`src/rtl/barrel_shifter_pipe.sv`:
```
// barrel_shifter_pipe: pipelined WIDTH-bit rotate/shift unit.
// Stage k applies a 2^k shift; valid/ready on both ends with a global stall.
module barrel_shifter_pipe #(
  parameter  int WIDTH = 8,
  localparam int SHW   = $clog2(WIDTH)
) (
  input  logic             clk,
  input  logic             rst,
  input  logic             in_valid,
  output logic             in_ready,
  input  logic [WIDTH-1:0] in_data,
  input  logic [SHW-1:0]   in_amt,
  input  logic [1:0]       in_mode,
  output logic             out_valid,
  input  logic             out_ready,
  output logic [WIDTH-1:0] out_data,
  output logic             out_carry,
  output logic             out_zero
);

  localparam logic [1:0] M_ROL = 2'b00;
  localparam logic [1:0] M_ROR = 2'b01;
  localparam logic [1:0] M_SHL = 2'b10;

  function automatic logic [WIDTH-1:0] f_shift(
    input logic [WIDTH-1:0] d,
    input logic [1:0]       m,
    input int unsigned      s
  );
    logic [WIDTH-1:0] v;
    unique case (m)
      M_ROL:   v = (d << s) | (d >> (WIDTH - s));
      M_ROR:   v = (d >> s) | (d << (WIDTH - s));
      M_SHL:   v = d << s;
      default: v = WIDTH'($signed(d) >>> s);
    endcase
    return v;
  endfunction

  logic             r_valid [SHW];
  logic [WIDTH-1:0] r_data  [SHW];
  logic [SHW-1:0]   r_amt   [SHW];
  logic [1:0]       r_mode  [SHW];
  logic             r_carry [SHW];

  logic             w_v  [SHW];
  logic [WIDTH-1:0] w_d  [SHW];
  logic [SHW-1:0]   w_a  [SHW];
  logic [1:0]       w_m  [SHW];
  logic             w_c  [SHW];
  logic [WIDTH-1:0] w_nd [SHW];

  logic             w_stall;
  logic             w_cin;
  logic [SHW-1:0]   w_lidx;
  logic [SHW-1:0]   w_ridx;

  assign w_stall  = out_valid & ~out_ready;
  assign in_ready = ~w_stall;

  // Carry is the last bit leaving the word; both rotate and shift
  // variants of a direction pick the same source bit of in_data.
  assign w_lidx = '0 - in_amt;
  assign w_ridx = in_amt - SHW'(1);

  always_comb begin
    w_cin = 1'b0;
    if (in_amt != '0)
      w_cin = in_mode[0] ? in_data[w_ridx] : in_data[w_lidx];
  end

  assign w_v[0] = in_valid;
  assign w_d[0] = in_data;
  assign w_a[0] = in_amt;
  assign w_m[0] = in_mode;
  assign w_c[0] = w_cin;

  for (genvar k = 1; k < SHW; k++) begin : g_link
    assign w_v[k] = r_valid[k-1];
    assign w_d[k] = r_data[k-1];
    assign w_a[k] = r_amt[k-1];
    assign w_m[k] = r_mode[k-1];
    assign w_c[k] = r_carry[k-1];
  end

  for (genvar k = 0; k < SHW; k++) begin : g_shift
    assign w_nd[k] = w_a[k][k] ? f_shift(w_d[k], w_m[k], 2**k) : w_d[k];
  end

  always_ff @(posedge clk) begin
    if (rst) begin
      for (int k = 0; k < SHW; k++) begin
        r_valid[k] <= 1'b0;
        r_data[k]  <= '0;
        r_amt[k]   <= '0;
        r_mode[k]  <= 2'b00;
        r_carry[k] <= 1'b0;
      end
    end else if (!w_stall) begin
      for (int k = 0; k < SHW; k++) begin
        r_valid[k] <= w_v[k];
        r_data[k]  <= w_nd[k];
        r_amt[k]   <= w_a[k];
        r_mode[k]  <= w_m[k];
        r_carry[k] <= w_c[k];
      end
    end
  end

  assign out_valid = r_valid[SHW-1];
  assign out_data  = r_data[SHW-1];
  assign out_carry = r_carry[SHW-1];
  assign out_zero  = ~|out_data;

endmodule

```
`config.mk`:
```
export PLATFORM = sky130hd
export DESIGN_NAME = barrel_shifter_pipe
export DESIGN_NICKNAME = d
export VERILOG_FILES = /design/src/rtl/barrel_shifter_pipe.sv
export SDC_FILE = /design/constraint.sdc
export NUM_CORES = 1
export LEC_CHECK = 0
export CORE_UTILIZATION = 58
export CTS_BUF_LIST = sky130_fd_sc_hd__clkbuf_16
export DETAILED_ROUTE_END_ITERATION = 8
export GPL_TIMING_DRIVEN = 1
export PLACE_DENSITY = 0.84
export RECOVER_POWER = 50
export SYNTH_ARGS = -nofsm -noshare
export SYNTH_HDL_FRONTEND = slang
export SYNTH_SLANG_ARGS = --single-unit
```
`constraint.sdc`:
```
create_clock -name clk -period 3.8 [get_ports clk]
set_input_delay 0.76 -clock clk [delete_from_list [all_inputs] [get_ports clk]]
set_output_delay 0.76 -clock clk [all_outputs]
set_load 0.05 [all_outputs]
```
**After elaboration in Yosys (flattened, before gate mapping)**

Memory sizes are Yosys's and may differ from the RTL's.
Index checks and enable logic that the tools add are counted.

- Shift operators: 0
- Multiply operators: 0
- Muxes and demuxes: 32
- $add $sub $neg: 2
- Equal/unequal tests: 6
- Order comparisons: 2
- Bitwise operators: 23
- Div/mod/pow operators: 0
- Reductions and logical operators: 7

Operators with widths:

| cell | count |
|---|---|
| $mux 8 | 6 |
| $pmux 8 s3 | 2 |
| $pmux 8 s2 | 1 |
| $mux 1 | 15 |
| $or 1x1->1 | 15 |
| $mux 3 | 3 |
| $lt 3x4->1 const B | 2 |
| $or 4x8->8 | 1 |
| $or 6x8->8 | 1 |
| $or 7x8->8 | 1 |
| $or 8x1->8 | 1 |
| $or 8x2->8 | 1 |
| $reduce_or 8->1 | 1 |
| $bmux 1 s3 | 2 |
| $eq 2x1->1 const B | 3 |
| $eq 2x2->1 const B | 3 |
| $logic_not 2->1 | 3 |
| $mux 2 | 3 |
| $reduce_bool 3->1 | 1 |
| $sub 1x3->3 const A | 1 |
| $sub 3x1->3 const B | 1 |
| $not 1->1 | 2 |
| $reduce_or 2->1 | 1 |
| $and 1x1->1 | 1 |
| $logic_not 1->1 | 1 |

- Memories kept: 5
- Output and inout port bits: 12
- Flip-flop bits (word level): 0
- Word-level logic and storage cells: 77
- Memory bits (read-only): 0
- Input port bits: 17
- RAM bits: 45
- Latch bits: 0

Memory list:

| memory | words | bits a word | read ports | clocked after Yosys merged registers in | write ports | line | RTL |
|---|---|---|---|---|---|---|---|
| r_data | 3 | 8 | 3 | 0 | 3 | 41 | `logic [WIDTH-1:0] r_data [SHW];` |
| r_amt | 3 | 3 | 2 | 0 | 3 | 42 | `logic [SHW-1:0] r_amt [SHW];` |
| r_mode | 3 | 2 | 2 | 0 | 3 | 43 | `logic [1:0] r_mode [SHW];` |
| r_carry | 3 | 1 | 3 | 0 | 3 | 44 | `logic r_carry [SHW];` |
| r_valid | 3 | 1 | 3 | 0 | 3 | 40 | `logic r_valid [SHW];` |

**Longest topological paths before layout**

- Depth after elaboration: 6
- Depth in mapped cells: 8
- Mapped depth without buffers: 7

**Worst setup path before layout**

Ideal clock, no wire load.

- Path type: input to register
- Start: input port in_amt[0]
- End: memory r_carry[0][0] (data pin)
- Required time: 3.534 ns
- Buffers on the path: 1
- Stages: 7
- Arrival: 2.111 ns
- Path slack: 1.423 ns
- Library setup time: 0.266 ns
- Path through: buf_6 inv_1 ha_1 mux4_2 mux2i_1 mux2_2 nor3_2

RTL lines:

| what | line | RTL |
|---|---|---|
| start, declared | 12 | `input logic [SHW-1:0] in_amt,` |
| end, declared | 44 |  |

**Final worst setup path**

- Start: input port out_ready
- End: output port in_ready

- Cells in the longest elaborated chain, start to end: 3

RTL lines:

| what | line | RTL |
|---|---|---|
| start, declared | 15 | `input logic out_ready,` |
| $not 1->1 | 58 | `assign w_stall = out_valid & ~out_ready;` |
| $and 1x1->1 | 58 |  |
| $not 1->1 | 59 | `assign in_ready = ~w_stall;` |
| end, declared | 10 | `output logic in_ready,` |

No other way between the ends.

==> qor.yml <==
outcome: "finished, final reports clean"
yosysSeqAreaShare_pct: 54.3
synth_common_cells: "edfxtp_1, nor2_1, a21oi_1, mux2i_1, a211oi_1"
layout_min_cycle_time_ns: 3.03
r2r-end: "r_data[0][4]$_SDFFCE_PN0P_"
synthCells: 173
place.gp.congestion: 0.873
start_util_pct: 60.8
design.die.area_sq_um: 3770
setup_tns_ns: 0
htree_levels: 2
yosys.area_share.simple_pct: 14.1
cts_sinks: 37
drt_iter0_markers: 61
cts_hold_buf: 0
cp-end-kind: "output port"
cts_buffer_depth: 2
nets: 212
cts_root_buf: "clkbuf_16"
leakagePower_nw: 0.947
drtAntennaViolNets: 0
cts_tree: "done"
crit_slowest_cell: "clkdlybuf4s50_1"
holdPathEnd: "r_carry[0][1]$_SDFFCE_PN0P_"
grt_max_degree: 38
max-vdd-ir-drop_mv: 0.192
final_max_slew_viol_count: 0
holdWs_ns: 0.525
rsz0062_at_grt: "false"
vias_per_cell: 5.84
cts-buffers-inserted: 5
synthMuxAreaShare_pct: 12.7
synth_xor_area_share_pct: 0.428
num_antenna_cells: 0
vias: 1396
critPathLaunchType: "input pin"
setup-violations-final: 0
layout-drive-gt1-share_pct: 6.22
synth_adder_area_share_pct: 1.84
drcViolationCount: 0
coreArea_sq_um: 3360
synth_nets: 193
critPathMaxStageDelay_ns: 0.83
slew_headroom_pct: 4.13
fp.dieW_um: 61.4
arrival_ns: 2.27
first_global_vias: 1368
hpwl_um: 2670
fmax_mhz: 330
p_per_area_nw_per_um2: 446
cap_violations: 0
rows: 21
wl_per_cell_um: 15.4
async_flop_share_pct: 0
grt_pass1_wl_um: 5790
dp_slack_ns: 0.633
synth_compound_area_share_pct: 11.0
synth_edf_count: 37
synthToLayoutAreaGrowth_pct: 18.6
tightestPinTransition_ns: 1.44
path_max_fanout: 4
clk_pin_slew_worst_paths_ns: 0.05
pin_count: 29
ctsResizeCount: 0
rrSetupSlack_ns: 1.76
synthesis.area_sq_um: 2040
whs_path_depth: 1
holdCritPathClass: "reg2reg"
wl_um: 3670
syn_area_per_cell_sq_um: 11.8
ys.warnings.count: 0
port_buffers: 28
min_from: "r_carry[0][0]$_SDFFCE_PN0P_"
antenna_found_initial: 0
crit_type: "in2out"
first_pass_iters: 4
synth_top_family_by_area: "simple AND/OR/NAND/NOR gates"
yosysTopAreaCellShare_pct: 54.3
ys_seq_elements: 37
dieHeight_um: 61.4
path_buf_inv: 2
path_delay_family: "buffers and inverters"
crit_chain: "dlygate4sd3_1 -> nand2b_1 -> clkdlybuf4s50_1"
finalHoldViolations: 0
setup_ws_ns: 0.772
worstReg2RegStart: "r_valid[0][2]$_SDFFCE_PN0P_"
clk_latency_ns: 0.28
cts_setup_buffers: 0
grt.overflow.total: 0
ys.flop_type: "edfxtp_1"
worstRegToRegCells: 2
fin_crit_sh_pct: 79.7
worstSetupStartpoint: "out_ready"
yosys-top-cells-area: "edfxtp_1, mux2i_1, a211oi_1, a21oi_1, nor2_1"
critPathRequiredTime_ns: 3.04
synth.distinct_cells: 29
finalClockSkew_ns: 0.00686
grt_usage_pct: 22.5
yosysTopAreaCell: "edfxtp_1"
yosysMostFrequentCell: "edfxtp_1"
## registers in the layout, indices dropped and copies added, names as in the netlist
register  flops
r_amt         3
r_carry       3
r_data       24
r_mode        4
r_valid       3
## per-layer routing
metal,global-route usage (%),share of wire (%),vias up
met2,41.9,55,53
met4,17.5,5.5,0
met3,5.67,4.2,23
met1,20.7,35,645
met5,0,0,-
li1,-,-,675
## stage by stage
step / cells / util, % / instance area, sq um / total power [mW]
final: 239 / 72.1 / 2420 / 1.08
after global routing: 239 / 72.1 / 2420 / 1.12
after CTS: 239 / 72.1 / 2420 / 1.09
after detailed placement: 231 / 68.0 / 2290 / 0.711
after global placement: 231 / 68.0 / 2290 / 0.699
after floorplan: 173 / - / 2040 / 0.654
## layout make-up
class                   count  area, sq um
clock buffers               5          125
repair buffers             29          288
flip-flops and latches     37         1110
inverters                   3         11.3
well taps                  46         57.6
fillers                   261          938
multi-input cells         116          818
clock inverters             3         13.8
## power breakdown
part / switching, mW / leakage, nW / total, mW / internal [mW]
logic: 0.106 / 0.438 / 0.186 / 0.0796
registers: 0.0266 / 0.435 / 0.516 / 0.489
clock network: 0.142 / 0.0748 / 0.379 / 0.237
## worst reg2reg max path: stages, from the launching register on
cell	delay (ns)
edfxtp_1	0.38
nand2b_1	0.15
or2_1	1.10
## layout by cell type, fill, tap and decap left out, types with 5 or more instances in the layout
cell,synthesis,final
a211oi_1,14,14
a21oi_1,15,15
and2_0,0,7
clkbuf_16,0,5
clkdlybuf4s50_1,0,19
dlygate4sd3_1,0,9
edfxtp_1,37,37
mux2i_1,15,15
nand2_1,5,5
nand2b_1,9,9
nand3_1,5,5
nor2_1,20,20
## cells by family (layout without fill, tap and decap cells)
| logic type | Yosys count | count (layout) |
|---|---|---|
| adder cells (fa/ha/maj) | 3 | 3 |
| buffers and inverters | 20 | 40 |
| AND/OR/NAND/NOR | 56 | 56 |
| XOR/XNOR | 1 | 1 |
| AO/OA/AOI/OAI | 36 | 36 |
| multiplexers | 20 | 20 |
| flip-flops | 37 | 37 |
## worst max-delay path by stage
stage	slack, ns	cells past startpoint	to
2_1_floorplan	1.42	7	r_carry[0][0]$_SDFFCE_PN0P_
4_1_cts	0.84	3	in_ready
3_5_place_dp	0.63	8	r_carry[0][0]$_SDFFCE_PN0P_
5_1_grt	0.75	3	in_ready
3_3_place_gp	0.78	8	r_carry[0][0]$_SDFFCE_PN0P_
6_report	0.77	3	in_ready
No activity file was read; power rests on OpenSTA's default activity.
